## config.mk

```make
export PLATFORM = sky130hd
export DESIGN_NAME = h_drv
export DESIGN_NICKNAME = d
export VERILOG_FILES = /design/src/rtl/h_drv.sv
export SDC_FILE = /design/constraint.sdc
export NUM_CORES = 1
export LEC_CHECK = 0
export CAP_MARGIN = 20
export CORE_ASPECT_RATIO = 0.6
export CORE_UTILIZATION = 53
export DETAILED_ROUTE_END_ITERATION = 8
export PLACE_DENSITY = 0.75
export SYNTH_ARGS = -nofsm -noshare
export SYNTH_HDL_FRONTEND = slang
export SYNTH_SLANG_ARGS = --single-unit
```

## constraint.sdc

```tcl
create_clock -name clk -period 3.1 [get_ports clk]
set_input_delay 0.31 -clock clk [delete_from_list [all_inputs] [get_ports clk]]
set_output_delay 0.31 -clock clk [all_outputs]
set_load 0.005 [all_outputs]
```

## src/rtl/h_drv.sv

```systemverilog
// Hash-table initiator driver: issues tagged client requests as table commands and
// pairs in-order table responses with their tags. Optional watchdog: H_DRV_WDOG_EN.
package h_pkg;
   typedef enum logic [1:0] {OP_GET = 2'd0, OP_PUT = 2'd1, OP_DEL = 2'd2, OP_NOP = 2'd3} opcode_t;
   typedef enum logic [1:0] {ST_OK = 2'd0, ST_MISS = 2'd1, ST_FULL = 2'd2, ST_ERR = 2'd3} status_t;
   typedef logic [15:0] k_t;
   typedef logic [31:0] v_t;
   typedef struct packed {
      status_t status;
      v_t      v;
   } rsp_t;
endpackage

module h_drv #(
   parameter int unsigned DEPTH       = 8,
   parameter int unsigned TAG_W       = 4,
   parameter int unsigned WDOG_CYCLES = 1024
) (
   input  logic                       clk,
   input  logic                       rst,
   input  logic                       req_vld,
   output logic                       req_rdy,
   input  h_pkg::opcode_t             req_opcode,
   input  h_pkg::k_t                  req_k,
   input  h_pkg::v_t                  req_v,
   input  logic [TAG_W-1:0]           req_tag,
   output logic                       cmd_vld,
   output h_pkg::opcode_t             cmd_opcode,
   output h_pkg::k_t                  cmd_k,
   output h_pkg::v_t                  cmd_v,
   input  logic                       rsp_vld,
   input  h_pkg::status_t             rsp_status,
   input  h_pkg::v_t                  rsp_v,
   output logic                       cpl_vld,
   input  logic                       cpl_rdy,
   output logic [TAG_W-1:0]           cpl_tag,
   output h_pkg::status_t             cpl_status,
   output h_pkg::v_t                  cpl_v,
   output logic [$clog2(DEPTH):0]     occ,
   output logic                       err_unexp,
   output logic                       err_wdog
);
   localparam int unsigned PTR_W = $clog2(DEPTH);
   localparam int unsigned CNT_W = PTR_W + 1;

   typedef struct packed {
      logic [TAG_W-1:0] tag;
      h_pkg::rsp_t      rsp;
   } cpl_t;

   logic [CNT_W-1:0] credits_q, credits_d;
   logic             req_rdy_q, req_rdy_d;
   logic [CNT_W-1:0] occ_q, occ_d;
   logic             cmd_vld_q, cmd_vld_d;
   h_pkg::opcode_t   cmd_opcode_q, cmd_opcode_d;
   h_pkg::k_t        cmd_k_q, cmd_k_d;
   h_pkg::v_t        cmd_v_q, cmd_v_d;
   logic [TAG_W-1:0] tag_mem_q [DEPTH];
   logic [TAG_W-1:0] tag_mem_d [DEPTH];
   logic [CNT_W-1:0] tag_wr_q, tag_wr_d, tag_rd_q, tag_rd_d;
   cpl_t             cpl_mem_q [DEPTH];
   cpl_t             cpl_mem_d [DEPTH];
   logic [CNT_W-1:0] cpl_wr_q, cpl_wr_d, cpl_rd_q, cpl_rd_d;
   logic             cpl_vld_q, cpl_vld_d;
   cpl_t             cpl_head_q, cpl_head_d;
   logic             err_unexp_q, err_unexp_d;

   logic accept, pop, tag_empty, rsp_take;
   cpl_t new_cpl;

   // Credits, issue path and both FIFOs; cpl head is re-registered from the post-update memory
   always_comb begin
      accept    = req_vld && req_rdy_q;
      pop       = cpl_vld_q && cpl_rdy;
      tag_empty = (tag_wr_q == tag_rd_q);
      rsp_take  = rsp_vld && !tag_empty;

      credits_d = credits_q;
      if (accept && !pop)
         credits_d = credits_q - CNT_W'(1);
      else if (pop && !accept)
         credits_d = credits_q + CNT_W'(1);
      req_rdy_d = (credits_d != '0);
      occ_d     = CNT_W'(DEPTH) - credits_d;

      cmd_vld_d    = accept;
      cmd_opcode_d = cmd_opcode_q;
      cmd_k_d      = cmd_k_q;
      cmd_v_d      = cmd_v_q;
      if (accept) begin
         cmd_opcode_d = req_opcode;
         cmd_k_d      = req_k;
         cmd_v_d      = req_v;
      end

      tag_mem_d = tag_mem_q;
      tag_wr_d  = tag_wr_q;
      tag_rd_d  = tag_rd_q;
      if (accept) begin
         tag_mem_d[tag_wr_q[PTR_W-1:0]] = req_tag;
         tag_wr_d = tag_wr_q + CNT_W'(1);
      end
      if (rsp_take)
         tag_rd_d = tag_rd_q + CNT_W'(1);

      new_cpl.tag        = tag_mem_q[tag_rd_q[PTR_W-1:0]];
      new_cpl.rsp.status = rsp_status;
      new_cpl.rsp.v      = rsp_v;

      cpl_mem_d = cpl_mem_q;
      cpl_wr_d  = cpl_wr_q;
      cpl_rd_d  = cpl_rd_q;
      if (rsp_take) begin
         cpl_mem_d[cpl_wr_q[PTR_W-1:0]] = new_cpl;
         cpl_wr_d = cpl_wr_q + CNT_W'(1);
      end
      if (pop)
         cpl_rd_d = cpl_rd_q + CNT_W'(1);
      cpl_vld_d  = (cpl_wr_d != cpl_rd_d);
      cpl_head_d = cpl_mem_d[cpl_rd_d[PTR_W-1:0]];

      err_unexp_d = err_unexp_q || (rsp_vld && tag_empty);
   end

   always_ff @(posedge clk) begin
      if (rst) begin
         credits_q    <= CNT_W'(DEPTH);
         req_rdy_q    <= 1'b0;
         occ_q        <= '0;
         cmd_vld_q    <= 1'b0;
         cmd_opcode_q <= h_pkg::OP_GET;
         cmd_k_q      <= '0;
         cmd_v_q      <= '0;
         tag_wr_q     <= '0;
         tag_rd_q     <= '0;
         cpl_wr_q     <= '0;
         cpl_rd_q     <= '0;
         cpl_vld_q    <= 1'b0;
         cpl_head_q   <= '0;
         err_unexp_q  <= 1'b0;
      end else begin
         credits_q    <= credits_d;
         req_rdy_q    <= req_rdy_d;
         occ_q        <= occ_d;
         cmd_vld_q    <= cmd_vld_d;
         cmd_opcode_q <= cmd_opcode_d;
         cmd_k_q      <= cmd_k_d;
         cmd_v_q      <= cmd_v_d;
         tag_wr_q     <= tag_wr_d;
         tag_rd_q     <= tag_rd_d;
         cpl_wr_q     <= cpl_wr_d;
         cpl_rd_q     <= cpl_rd_d;
         cpl_vld_q    <= cpl_vld_d;
         cpl_head_q   <= cpl_head_d;
         err_unexp_q  <= err_unexp_d;
      end
   end

   // Storage arrays need no reset; pointers define validity
   always_ff @(posedge clk) begin
      tag_mem_q <= tag_mem_d;
      cpl_mem_q <= cpl_mem_d;
   end

`ifdef H_DRV_WDOG_EN
   localparam int unsigned WD_W = $clog2(WDOG_CYCLES + 1);

   logic [WD_W-1:0] wdog_q, wdog_d;
   logic            err_wdog_q, err_wdog_d;

   // Counts cycles spent waiting on an outstanding response; saturates at threshold
   always_comb begin
      wdog_d = '0;
      if (!tag_empty && !rsp_vld)
         wdog_d = (wdog_q == WD_W'(WDOG_CYCLES)) ? wdog_q : wdog_q + WD_W'(1);
      err_wdog_d = err_wdog_q || (wdog_d == WD_W'(WDOG_CYCLES));
   end

   always_ff @(posedge clk) begin
      if (rst) begin
         wdog_q     <= '0;
         err_wdog_q <= 1'b0;
      end else begin
         wdog_q     <= wdog_d;
         err_wdog_q <= err_wdog_d;
      end
   end

   assign err_wdog = err_wdog_q;
`else
   assign err_wdog = 1'b0 & (WDOG_CYCLES != 0);
`endif

   assign req_rdy    = req_rdy_q;
   assign occ        = occ_q;
   assign cmd_vld    = cmd_vld_q;
   assign cmd_opcode = cmd_opcode_q;
   assign cmd_k      = cmd_k_q;
   assign cmd_v      = cmd_v_q;
   assign cpl_vld    = cpl_vld_q;
   assign cpl_tag    = cpl_head_q.tag;
   assign cpl_status = cpl_head_q.rsp.status;
   assign cpl_v      = cpl_head_q.rsp.v;
   assign err_unexp  = err_unexp_q;

endmodule

```

==> results.md <==
* Outcome: completed
* Reg area at 9350 um2
* Peak Freq at 345 MHz
* Register area share after synthesis at 46.2%
* Crit path required time at 3530 ps
* P per Cell Area at 721 nW/um2
* Total track usage at 28.1%
* CTS H-tree depth at 2
* P&R area growth vs syn at 18.8%
* Ratio of cells with drive above 1 in the final layout at 24.6%
* Final Hold Viols at 0
* CTS sink cnt at 451
* Largest net degree at the start of global routing at 82
* Clock Latency Late Sink at 560 ps
* Residual DRC count at 0
* Site Rows at 54
* Prevailing post-synth register cell: dfxtp_1
* RSZ-0062 raised after global routing: false
* Final clock skew at 17.8 ps
* Global-route wire length before repair at 86.4 mm
* CP bufs+invs at 1
* Max Root-Sink Buffers at 3
* CP Max Fanout at 11
* Peak supply drop at 372 uV
* Period minus WS final at 2890 ps
* Final Non-Filler Cells at 2562
* Yosys reg bits at 451
* Antenna violations before repair at 1
* # fillers at 2889
* CTS resizes at 0
* DP Cell Count at 2484
* Final Cell Area at 24000 um2
* Num CTS Buffers at 42
* DR vias/cell at 6.15
* Most common cell in the netlist: dfxtp_1
* Crit end category: flip-flop
* Via count at 15.8k
* Remaining antenna violation count at 0
* Syn Area/Cell at 10.6 um2
* EDFF count, synth at 32
* Most common library cells after synthesis: dfxtp_1, mux2_2, nor2_1
* Max incr delay on CP at 550 ps
* Static Leak at 9.27 nW
* Area leader, netlist: dfxtp_1
* Final Slew Violations at 0
* Post-detail-place hpwl at 34.7 mm
* DR pass1 iterations at 6
* Die Height at 153 um
* Area of the mapped netlist at 20200 um2
* FFs w/ async S/R, synth at 0%
* WL final at 55.6 mm
* Syn Nets at 2013
* Family with the most delay on the worst path: multiplexers
* Finish-stage setup viols at 0
* Critical Path, Cell by Cell: buf_4 > mux4_2 > mux2i_1 > nor3_1 > a21oi_1 > o221ai_1 > a221o_1
* Synth warn at 0
* Multi-input gate area at 9970 um2
* Die area at 39000 um2
* Period Utilization, post-route at 93.4%
* Crit Path Category: flip-flop to flip-flop
* Number of global-route vias before repair at 15.5k
* Netlist cell types at 72
* Gr ovfl total at 0
* HP Class: input port to flip-flop
* Core Region at 37000 um2
* Final nets at 2124
* DIE WIDTH at 254 um
* DP Area at 22700 um2
* PortBufs at 188
* Pre-CTS worst setup slack at -53.6 ps
* DRT iter0 DRCs at 1184
* Synth top area cells: dfxtp_1, mux2_2, edfxtp_1
* Clk slew on worst S/H paths at 70 ps
* Crit path DAT at 3330 ps
* Root buf cell: clkbuf_16
* Mapped Cells at 1913
* Worst Slack Setup Final at 205 ps
* # hold bufs at CTS at 0
* Wire length per cell at 21.7 um
* CTS tree: built
* Slowest CP cell: mux4_2
* Startpoint types: flip-flop
* Actual slew at the worst max-slew pin at 1160 ps
* Ports at 190
* Setup Fix Bufs, Post-CTS at 0
* Relative slew slack at 23.0%
* Number of max-cap violations at 0
* Synth top area share at 41.5%
* Gpl congestion at 0.894
* Starting Density at 54.7%
-- state kept, by name (all words and copies together) (netlist names), 16 cells and up --
signal     cells
cmd_k         16
cpl_v         32
cpl_mem_q    304
tag_mem_q     32
cmd_v         32
-- path summary, 6_finish.rpt --
check	start	end	slack (ps)	cells past startpoint
setup / recovery	tag_rd_q[1]$_SDFFE_PP0P_	cpl_tag[2]$_SDFF_PP0_	210	7
hold / removal	rst	cpl_rd_q[1]$_SDFF_PP0_	60	2
setup reg to reg	tag_rd_q[1]$_SDFFE_PP0P_	cpl_tag[2]$_SDFF_PP0_	210	7
hold reg to reg	cpl_mem_q[225]$_DFF_P_	cpl_mem_q[225]$_DFF_P_	450	2
-- metal layers --
metal,vias up,track usage (%),share of wire (%)
li1,7298,-,-
met4,0,9.21,2.6
met2,571,42.4,44
met1,7765,39.5,46
met5,-,0,0
met3,123,6.49,7.7
-- kinds of logic after synthesis --
group,share of synthesized area [%]
compound gates,19.0
flops,46.2
simple gates,8.71
mux,19.2
buf+inv,4.98
xor+xnor,1.39
fa+ha+maj,0.532
other cells,0.0185
-- metrics by stage --
step	power (mW)	hold slack (ps)	setup TNS, ps	utilization (%)
after floorplan	10.5	407	0	-
after global placement	12.0	426	0	61.3
after detailed placement	12.2	434	-53.6	61.3
after CTS	17.4	36.4	0	65.0
after global routing	18.1	67.0	0	65.0
final	17.3	58.7	0	65.0
-- area by class of cell --
cell class	count	share of cell area [%]
Multi-Input combinational cell	1244	41.5
Sequential cell	451	38.9
Timing Repair Buffer	258	10.9
Clock buffer	59	5.06
Tap cell	504	2.62
Clock inverter	18	0.604
Inverter	27	0.422
Antenna cell	1	0.0104
-- power by group --
| part | internal (mW) | total (mW) | switching (mW) |
|---|---|---|---|
| clock | 2.91 | 5.16 | 2.25 |
| sequential | 6.94 | 7.59 | 0.649 |
| combinational | 2.41 | 4.57 | 2.16 |
-- cell usage in the layout (no fill, tap or decap), drive strengths merged, types with 37 or more instances in the layout --
master	n
dfxtp	419
mux2	310
clkdlybuf4s50	187
nor2	142
nand2	133
nor3	87
o21ai	85
a21oi	75
buf	71
clkbuf	59
o221ai	41
o31ai	37
Power figures use the tool's default switching activity.
